==> src/rtl/pe_pkt_pkg.sv <==
// Shared definitions for the PE packet injector.
// Provides:
//   - the PE packet field layout: addr [32:29], opcode [28:25], data [24:0]
//   - the opcodes and the row geometry constants
//   - the injector FSM state type and the buffered command entry layout
//   - helpers that build the two weight packets and the input packet payloads
package pe_pkt_pkg;

  localparam int PKT_W        = 33;
  localparam int ADDR_START   = 32;
  localparam int ADDR_END     = 29;
  localparam int OPCODE_START = 28;
  localparam int OPCODE_END   = 25;
  localparam int DATA_START   = 24;
  localparam int DATA_END     = 0;

  localparam logic [3:0] OP_WEIGHT = 4'd0;
  localparam logic [3:0] OP_INPUT  = 4'd1;

  localparam int WEIGHTS_PER_ROW = 5;
  localparam int WEIGHTS_PER_PKT = 3;
  localparam int INPUTS_PER_ROW  = 25;

  localparam int PE_ID_W    = 4;
  localparam int CMD_DATA_W = 8 * WEIGHTS_PER_ROW;
  localparam int CMD_W      = 1 + PE_ID_W + CMD_DATA_W;

  typedef enum logic [1:0] {
    ST_IDLE,
    ST_W_PKT0,
    ST_W_PKT1,
    ST_I_PKT
  } inj_state_e;

  // One buffered command: {type, pe_id, data} = 45 bits.
  typedef struct packed {
    logic                  is_input;
    logic [PE_ID_W-1:0]    pe_id;
    logic [CMD_DATA_W-1:0] data;
  } cmd_t;

  function automatic logic [PKT_W-1:0] build_pkt(
    input logic [PE_ID_W-1:0]          addr,
    input logic [3:0]                  opcode,
    input logic [DATA_START:DATA_END]  payload
  );
    logic [PKT_W-1:0] pkt;
    pkt                            = '0;
    pkt[ADDR_START:ADDR_END]       = addr;
    pkt[OPCODE_START:OPCODE_END]   = opcode;
    pkt[DATA_START:DATA_END]       = payload;
    return pkt;
  endfunction

  // Packet 0 carries w0..w2; packet 1 carries w3..w4 with a zero dummy byte
  // in the third slot. Bit 24 is always zero for weight packets.
  function automatic logic [DATA_START:DATA_END] weight_payload(
    input logic [CMD_DATA_W-1:0] row,
    input logic                  second
  );
    logic [DATA_START:DATA_END] d;
    d = '0;
    if (!second) begin
      for (int k = 0; k < WEIGHTS_PER_PKT; k++) begin
        d[8*k +: 8] = row[8*k +: 8];
      end
    end else begin
      for (int k = 0; k < WEIGHTS_PER_ROW - WEIGHTS_PER_PKT; k++) begin
        d[8*k +: 8] = row[8*(k + WEIGHTS_PER_PKT) +: 8];
      end
    end
    return d;
  endfunction

endpackage

==> src/rtl/pe_cmd_fifo.sv <==
// Show-ahead command FIFO.
// Ports:
//   clk, rst_n        clock, asynchronous active-low reset (pointers only)
//   wr_en, wr_data    push request; ignored while full
//   rd_en             pop request; ignored while empty
//   rd_data           head entry, valid whenever empty is low
//   full, empty       occupancy flags
// Pointers carry one extra wrap bit so full and empty are distinguishable
// without a separate occupancy counter.
module pe_cmd_fifo #(
  parameter int WIDTH = 45,
  parameter int DEPTH = 4
) (
  input  logic             clk,
  input  logic             rst_n,
  input  logic             wr_en,
  input  logic [WIDTH-1:0] wr_data,
  input  logic             rd_en,
  output logic [WIDTH-1:0] rd_data,
  output logic             full,
  output logic             empty
);

  localparam int AW = $clog2(DEPTH);
  localparam logic [AW:0] PTR_ONE = {{AW{1'b0}}, 1'b1};

  logic [AW:0]      wr_ptr_reg;
  logic [AW:0]      rd_ptr_reg;
  logic [WIDTH-1:0] mem_reg [DEPTH];
  logic             wr_fire;
  logic             rd_fire;

  assign empty   = (wr_ptr_reg == rd_ptr_reg);
  assign full    = (wr_ptr_reg[AW] != rd_ptr_reg[AW]) &&
                   (wr_ptr_reg[AW-1:0] == rd_ptr_reg[AW-1:0]);
  // Full blocks a write even when a pop happens on the same edge.
  assign wr_fire = wr_en && !full;
  assign rd_fire = rd_en && !empty;
  assign rd_data = mem_reg[rd_ptr_reg[AW-1:0]];

  generate
    for (genvar gi = 0; gi < DEPTH; gi++) begin : g_entry
      always_ff @(posedge clk) begin
        if (wr_fire && (wr_ptr_reg[AW-1:0] == AW'(gi))) begin
          mem_reg[gi] <= wr_data;
        end
      end
    end
  endgenerate

  always_ff @(posedge clk or negedge rst_n) begin
    if (!rst_n) begin
      wr_ptr_reg <= '0;
      rd_ptr_reg <= '0;
    end else begin
      if (wr_fire) wr_ptr_reg <= wr_ptr_reg + PTR_ONE;
      if (rd_fire) rd_ptr_reg <= rd_ptr_reg + PTR_ONE;
    end
  end

endmodule

==> src/rtl/pe_packet_injector.sv <==
// Upstream feeder for the PPE array: buffers row commands and serialises
// each into 33-bit PE packets on a valid/ready output.
// Ports:
//   clk, rst_n                clock, asynchronous active-low reset
//   cmd_valid/cmd_ready       command handshake (cmd_ready = FIFO not full)
//   cmd_type                  0 = weight row (2 packets), 1 = input row (1 packet)
//   cmd_pe_id                 destination PE, placed in packet [32:29]
//   cmd_data                  five weights w0..w4 or 25 spike bits in [24:0]
//   out_valid/out_ready       packet handshake
//   out_data                  current packet
//   busy                      FIFO non-empty or a packet pending
//   pkt_count                 wrapping count of transferred packets
module pe_packet_injector
  import pe_pkt_pkg::*;
#(
  parameter int FIFO_DEPTH = 4,
  parameter int CNT_W      = 16
) (
  input  logic                  clk,
  input  logic                  rst_n,
  input  logic                  cmd_valid,
  output logic                  cmd_ready,
  input  logic                  cmd_type,
  input  logic [PE_ID_W-1:0]    cmd_pe_id,
  input  logic [CMD_DATA_W-1:0] cmd_data,
  output logic                  out_valid,
  input  logic                  out_ready,
  output logic [PKT_W-1:0]      out_data,
  output logic                  busy,
  output logic [CNT_W-1:0]      pkt_count
);

  inj_state_e       state_reg, state_next;
  logic [PKT_W-1:0] out_data_reg, out_data_next;
  logic             out_valid_reg, out_valid_next;
  logic [CNT_W-1:0] pkt_count_reg;

  cmd_t             wr_entry;
  cmd_t             head;
  logic             fifo_full;
  logic             fifo_empty;
  logic             pop;
  logic             load_head;
  logic             xfer;

  assign wr_entry = {cmd_type, cmd_pe_id, cmd_data};

  pe_cmd_fifo #(
    .WIDTH (CMD_W),
    .DEPTH (FIFO_DEPTH)
  ) u_fifo (
    .clk     (clk),
    .rst_n   (rst_n),
    .wr_en   (cmd_valid),
    .wr_data (wr_entry),
    .rd_en   (pop),
    .rd_data (head),
    .full    (fifo_full),
    .empty   (fifo_empty)
  );

  assign cmd_ready = !fifo_full;
  assign xfer      = out_valid_reg && out_ready;
  assign out_valid = out_valid_reg;
  assign out_data  = out_data_reg;
  assign pkt_count = pkt_count_reg;
  assign busy      = !fifo_empty || out_valid_reg;

  always_comb begin
    state_next     = state_reg;
    out_data_next  = out_data_reg;
    out_valid_next = out_valid_reg;
    pop            = 1'b0;
    load_head      = 1'b0;

    case (state_reg)
      ST_IDLE: begin
        load_head = !fifo_empty;
      end
      ST_W_PKT0: begin
        // The weight row stays at the head until its second packet is
        // loaded, so the pop is tied to that load.
        if (xfer) begin
          state_next    = ST_W_PKT1;
          out_data_next = build_pkt(head.pe_id, OP_WEIGHT, weight_payload(head.data, 1'b1));
          pop           = 1'b1;
        end
      end
      ST_W_PKT1, ST_I_PKT: begin
        // The current command was already popped; whatever is at the head
        // now is the next command and can be loaded without a bubble.
        if (xfer) begin
          if (!fifo_empty) begin
            load_head = 1'b1;
          end else begin
            state_next     = ST_IDLE;
            out_valid_next = 1'b0;
          end
        end
      end
      default: begin
        state_next     = ST_IDLE;
        out_valid_next = 1'b0;
      end
    endcase

    if (load_head) begin
      out_valid_next = 1'b1;
      if (head.is_input) begin
        state_next    = ST_I_PKT;
        out_data_next = build_pkt(head.pe_id, OP_INPUT, head.data[INPUTS_PER_ROW-1:0]);
        pop           = 1'b1;
      end else begin
        state_next    = ST_W_PKT0;
        out_data_next = build_pkt(head.pe_id, OP_WEIGHT, weight_payload(head.data, 1'b0));
      end
    end
  end

  always_ff @(posedge clk or negedge rst_n) begin
    if (!rst_n) begin
      state_reg     <= ST_IDLE;
      out_data_reg  <= '0;
      out_valid_reg <= 1'b0;
      pkt_count_reg <= '0;
    end else begin
      state_reg     <= state_next;
      out_data_reg  <= out_data_next;
      out_valid_reg <= out_valid_next;
      if (xfer) pkt_count_reg <= pkt_count_reg + CNT_W'(1);
    end
  end

endmodule

==> config.mk <==
export PLATFORM = sky130hd
export DESIGN_NAME = pe_packet_injector
export DESIGN_NICKNAME = d
export VERILOG_FILES = /design/src/rtl/pe_pkt_pkg.sv /design/src/rtl/pe_cmd_fifo.sv /design/src/rtl/pe_packet_injector.sv
export SDC_FILE = /design/constraint.sdc
export NUM_CORES = 1
export LEC_CHECK = 0
export ABC_CLOCK_PERIOD_IN_PS = 2400
export CAP_MARGIN = 10
export CELL_PAD_IN_SITES_DETAIL_PLACEMENT = 1
export CELL_PAD_IN_SITES_GLOBAL_PLACEMENT = 1
export CORE_ASPECT_RATIO = 0.9
export CORE_UTILIZATION = 30
export DETAILED_ROUTE_END_ITERATION = 10
export PLACE_DENSITY_LB_ADDON = 0.1
export SLEW_MARGIN = 20
export SYNTH_ARGS = -nofsm -noshare
export SYNTH_HDL_FRONTEND = slang
export SYNTH_SLANG_ARGS = --single-unit
==> constraint.sdc <==
create_clock -name clk -period 2.4 [get_ports clk]
set_input_delay 0.48 -clock clk [delete_from_list [all_inputs] [get_ports clk]]
set_output_delay 0.48 -clock clk [all_outputs]
set_load 0.1 [all_outputs]
[Yosys cells after proc, flatten, opt, wreduce, memory -nomap -nowiden]
Memory sizes are Yosys's and may differ from the RTL's.
Cells that the tools add are included.
Operators by class
  muxes and demuxes: 38
  equality and inequality tests: 12
  $add $sub $neg: 3
  reduce and logical (&&, ||, !) cells: 25
Operators with widths (number)
  45-bit 2-to-1 mux: 3
  45-bit OR reduction: 3
  33-bit 2-to-1 mux: 3
  26-bit 2-to-1 mux: 1
  1-bit 2-to-1 mux: 21
  16-bit by 1-bit adder with 16-bit output (second input constant): 1
  2-bit 2-to-1 mux: 8
  3-bit != test (second input constant): 3
  2-bit == test (second input constant): 4
  1-bit logical AND: 8
  2-bit nonzero test: 4
  3-bit by 1-bit adder with 3-bit output (second input constant): 2
  2-bit by 1-bit == test with 1-bit output (second input constant): 2
  2-bit logical NOT: 2
  2-bit one-hot mux with 2 select lines: 1
  4-bit AND reduction: 1
  3-bit == test: 1
  3-bit AND reduction: 1
  3-bit nonzero test: 1
  2-bit == test: 1
  1-bit logical NOT: 2
  1-bit one-hot mux with 2 select lines: 1
  2-bit AND reduction: 1
  2-bit OR reduction: 1
  other kinds (2): 2
Word-level totals
  bits in writable memories: 180
  word-level logic and storage cells: 85
  flip-flop bits (word level): 58
  output and inout port bits: 52
  memories: 1
  input bits: 49
Memory list
  u_fifo.mem_reg: words 4, width 45, read ports 1, clocked after memory_dff 0, wr ports 1, RTL line pe_cmd_fifo.sv:29  | logic [WIDTH-1:0] mem_reg [DEPTH];

[Longest topological paths before layout]
  word-level depth: 11
  mapped depth: 6
  gate-level depth less buffers: 5

[Modules after synthesis]
A second synthesis with hierarchy kept.
Second synthesis, totals
  cell total of the unflattened synthesis: 472
  area total of the unflattened synthesis: 9230.1 um^2
Modules (own cells, without submodules)
  pe_cmd_fifo: area each 6991.7 um^2, cells an instance 284, sequential area each 5555.3 um^2, instances 1
  pe_packet_injector: area each 2238.4 um^2, cells an instance 188, sequential area each 1226.2 um^2, instances 1

[Least setup slack after synthesis]
OpenSTA, ideal clock, no wires.
  path kind: reg2reg
  start point: register u_fifo.rd_ptr_reg[0]
  end point: memory u_fifo.mem_reg[3][0] (enable)
  data required time: 1991 ps
  clock period less this slack: 2531 ps
  library setup time: 409 ps
  arrival time: 2123 ps
  path buffers: 0
  slack: -131 ps
  stages on the path, launching flop included: 4
  path through: dfrtp_1 > xor2_1 > o31a_1 > and2_1
On the way
  longest elaborated chain between the ends: 11
  elaborated cells between the ends (all ways): 25
  those cells by class: 1 x eq/ne; 14 x mux; 10 x reduce/logical
Ends and longest elaborated chain
  from (decl): RTL line pe_cmd_fifo.sv:28  | logic [AW:0] rd_ptr_reg;
  from (signal assigned): RTL line pe_cmd_fifo.sv:57  | if (rd_fire) rd_ptr_reg <= rd_ptr_reg + PTR_ONE;
  2-bit == test *: RTL line pe_cmd_fifo.sv:35  | (wr_ptr_reg[AW-1:0] == rd_ptr_reg[AW-1:0]);
  1-bit logical AND *: RTL line pe_cmd_fifo.sv:34  | assign full = (wr_ptr_reg[AW] != rd_ptr_reg[AW]) &&
  1-bit logical NOT *: RTL line pe_cmd_fifo.sv:37  | assign wr_fire = wr_en && !full;
  1-bit logical AND *: RTL line pe_cmd_fifo.sv:37
  1-bit logical AND: RTL line pe_cmd_fifo.sv:44  | if (wr_fire && (wr_ptr_reg[AW-1:0] == AW'(gi))) begin
  1-bit 2-to-1 mux: RTL line pe_cmd_fifo.sv:44
  1-bit 2-to-1 mux (implied by the code): RTL line pe_cmd_fifo.sv:45  | mem_reg[gi] <= wr_data;
  45-bit OR reduction (no source line)
  2-bit 2-to-1 mux (no source line) or 1-bit 2-to-1 mux (tied branches) (3 in a row)
  to (decl): RTL line pe_cmd_fifo.sv:29
Every way passes the cells marked *; elsewhere a longest branch is shown, timed or not.

[Final worst setup path]
  start point: register u_fifo.rd_ptr_reg[0]
  end point: output cmd_ready
On the way
  longest elaborated chain between the ends: 3
Ends and longest elaborated chain
  2-bit == test: RTL line pe_cmd_fifo.sv:35
  1-bit logical AND: RTL line pe_cmd_fifo.sv:34
  1-bit logical NOT: RTL line pe_packet_injector.sv:62  | assign cmd_ready = !fifo_full;
  to (decl): RTL line pe_packet_injector.sv:22  | output logic cmd_ready,
No other way between the ends.

==> summary.txt <==
Floorplanning
  • I/O pin count: 101
  • # rows: 59
  • Die Wd: 184 um
  • Core region area: 0.0292 mm^2
  • Die ar.: 0.0306 mm^2
  • Die Y: 166 um
  • Initial Util: between 30 and 40%

Final layout
  • Max reg flops: 180
  • Syn-to-layout area delta: 27.2%
  • Fin cells: 989
  • Layout net count: 628
  • Diodes inserted: 0
  • Fillers: between 2000 and 3000
  • Layout cells sized above 1: ~29%

Clock tree
  • # clock sinks: about 240
  • Root buffer cell: clkbuf_16
  • CTS Hold Bufs: 0
  • Num CTS Buffers: 26
  • CTS H-tree lvls: 1
  • CTS tree: done
  • Setup Fix Bufs, Post-CTS: 0
  • Worst skew pair latency: 530 ps
  • Clk slew on worst S/H paths: about 60 ps
  • PostCTS Resize Cnt: 2
  • Clock Tree Buf Depth: 3

Timing
  • Final min period: 2330 ps
  • Clk_skew: 11.6 ps
  • Hold Slack: between 10 and 15 ps
  • Slew Viols, Final: 0
  • Fin. Hold Viols: 0
  • # setup viols final: 0
  • Fmax: 0.429 GHz
  • Tcrit/Tclk final: a little over nine tenths
  • TNS Setup: 0 ps
  • Slew headroom: 52.1%
  • Least-Margin Pin Slew: 719 ps
  • Unrepaired setup endpoints after global routing: no

Power and ir drop
  • Clock network power share: 38.1%
  • Comb power frac: between 10% and 20%
  • Sw frac: approximately a quarter
  • Switching pwr: 2.53 mW
  • Max rail drop VDD: 452 uV
  • Sequential power share: 49.2%
  • PD cells: 928 mW/mm^2
  • Leakage: around 4.3 nW
  • Power, Total: between 10 and 15 mW
  • Int Pwr: 8.08 mW

Place
  • GPL Wtd Cong: 0.682
  • # placed instances: about 940
  • IO buf count: 97
  • Hpwl dp: 12300 um

Worst setup path
  • Startpoint types: flop
  • CP cell instances: xor2_2 -> or3_1 -> buf_12
  • Setup CP Type: reg -> out
  • Crit-path leading delay family: flip-flops
  • Bufs and invs on worst path: 1
  • CP arrival: 1850 ps
  • Critical Path RT: roughly 1900 ps
  • Crit end category: primary output
  • CP peak stage delay: roughly 500 ps
  • CP max FO: 6
  • Slowest stage cell, crit path: dfrtp_4

Global routing
  • Largest net degree at the start of global routing: 48
  • Grt total ovfl: 0
  • Initial antenna violation count: 2
  • First-pass GRT wire length: around 31000 um
  • Vias in the first global route: 5095
  • GRT Total Usage: between 10% and 20%

Detailed routing
  • Number of routed nets with antenna violations: 0
  • Iter 0 DRT Violations: 183
  • DR vias: 4572
  • Drt wl/cell: 20.3 um
  • DRC: 0
  • Drt pass-1 iters: 4
  • Post-DR vias/cell: 4.62
  • Detailed Route WL: 20000 um

Synthesis
  • Synthesis Warnings: 0
  • Mean Syn Cell Area: about 20 um^2
  • Synthesized cell area: around 0.0090 mm^2
  • #FFs+latches synth: about 240
  • Sequential share of the synthesized area: 75.5%
  • Syn Inst Count: between 400 and 500
  • Distinct cell type count after synthesis: 41

Run
  • Max cap viols: 0

Outcome
  • Status: complete, no violations

Hold path
  • HP Class: in -> async
kinds of logic (layout without fill, tap and decap cells):
kind of cell	Yosys count	in the layout	share of synthesized area, %
DFF	235	235	75.5
muxes	55	55	12.5
AOI/OAI and AO/OA	51	51	4.62
and+or+nand+nor	48	48	2.66
buffers and inverters	26	172	1.59
xor gates and xnor gates	23	23	2.24
adders and majority gates	6	6	0.836
other	1	3	0.0417
path summary, 6_finish.rpt:
kind	startpoint	depth (start not counted)	slack, ps	end
setup / recovery	u_fifo.rd_ptr_reg[0]	3	70	cmd_ready
hold / removal	rst_n	1	10	out_data[2]
setup reg to reg	u_fifo.rd_ptr_reg[0]	4	250	out_data[29]
hold reg to reg	out_data[9]	1	490	out_data[9]
max in group asynchronous	rst_n	2	1740	out_data[4]
min in group clk	out_data[9]	1	490	out_data[9]
per-stage QoR:
| stage | utilization, % | setup WS, ps | area, um^2 |
|---|---|---|---|
| 6_report | 39.2 | 68.2 | 11400 |
| 3_5_place_dp | 36.1 | 43.6 | 10500 |
| 5_1_grt | 39.2 | 18.9 | 11400 |
| 2_1_floorplan | - | 83.4 | 8990 |
| 4_1_cts | 39.2 | 33.4 | 11400 |
| 3_3_place_gp | 36.1 | 156 | 10500 |
final cells by class:
cell class,count,area (um^2),area share (%)
inverters,5,18.8,0.164
flip-flops and latches,235,6790,59.4
multi-input cells,186,2090,18.3
repair buffers,119,1150,10.0
well taps,396,495,4.33
clock inverters,9,129,1.13
clock buffers,39,759,6.64
power by group through the flow:
| stage | registers [mW] | clock network, mW | logic, mW |
|---|---|---|---|
| after detailed placement | 5.31 | 0 | 1.37 |
| after global routing | 5.27 | 4.33 | 1.45 |
| after floorplan | 5.26 | 0 | 0.711 |
| after global placement | 5.27 | 0 | 1.37 |
| final | 5.22 | 4.05 | 1.34 |
| after CTS | 5.23 | 4.19 | 1.38 |
routing by layer:
metal / GRT usage [%] / up-vias / routed length, um
met5: 0 / - / 27
met4: 3.41 / 4 / 424
met3: 2.59 / 32 / 807
met2: 23.3 / 90 / 10000
met1: 17.3 / 2416 / 8790
li1: - / 2030 / -
cell usage in the layout (no fill, tap or decap), types with 3 or more instances in the layout:
master | netlist | routed
bufinv_16 | 0 | 3
edfxtp_1 | 180 | 180
conb_1 | 1 | 3
mux4_2 | 45 | 45
a22o_1 | 20 | 20
nor3_1 | 6 | 5
mux2i_1 | 5 | 5
and2_2 | 0 | 4
o21ai_0 | 6 | 6
clkdlybuf4s50_1 | 0 | 47
inv_1 | 5 | 5
nand3_1 | 3 | 3
nand4_1 | 3 | 3
nor4_1 | 3 | 3
clkinv_2 | 0 | 3
nor2_1 | 5 | 5
dfrtp_1 | 55 | 53
xor2_1 | 16 | 14
clkbuf_16 | 0 | 26
clkbuf_8 | 0 | 6
mux2_2 | 4 | 4
clkbuf_1 | 3 | 7
and3_1 | 3 | 3
buf_12 | 0 | 11
ha_1 | 6 | 6
xnor2_1 | 7 | 7
a21o_1 | 13 | 13
nand2_1 | 16 | 16
buf_4 | 7 | 61
synth_stat cells:
library cell	instances	area [um^2]
xor2_1	16	140
a21o_1	13	97.6
buf_2	9	45.0
a32o_1	1	10.0
o22a_1	1	8.76
o21a_1	2	15.0
a2bb2oi_4	1	26.3
dfrtp_1	55	1380
nand3_1	3	15.0
and2_0	1	6.26
a21oi_1	2	10.0
buf_4	7	52.6
mux4_2	45	1010
and2_1	4	25.0
or3_1	2	12.5
a21boi_0	1	7.51
inv_1	5	18.8
nand4_1	3	18.8
mux2_4	1	15.0
clkbuf_1	3	11.3
buf_1	1	3.75
o22ai_1	1	6.26
nor3_1	6	30.0
o211a_1	1	10.0
o31a_1	1	8.76
nand2b_1	1	6.26
ha_1	6	75.1
and4_1	1	8.76
and3_1	3	18.8
xnor2_1	7	61.3
nor2_1	5	18.8
edfxtp_1	180	5410
nand2_1	16	60.1
o21ai_0	6	30.0
nor4_1	3	18.8
conb_1	1	3.75
o32a_1	1	10.0
buf_6	1	11.3
mux2_2	4	45.0
a22o_1	20	175
mux2i_1	5	50.1
(Power assumes the default switching activity.)
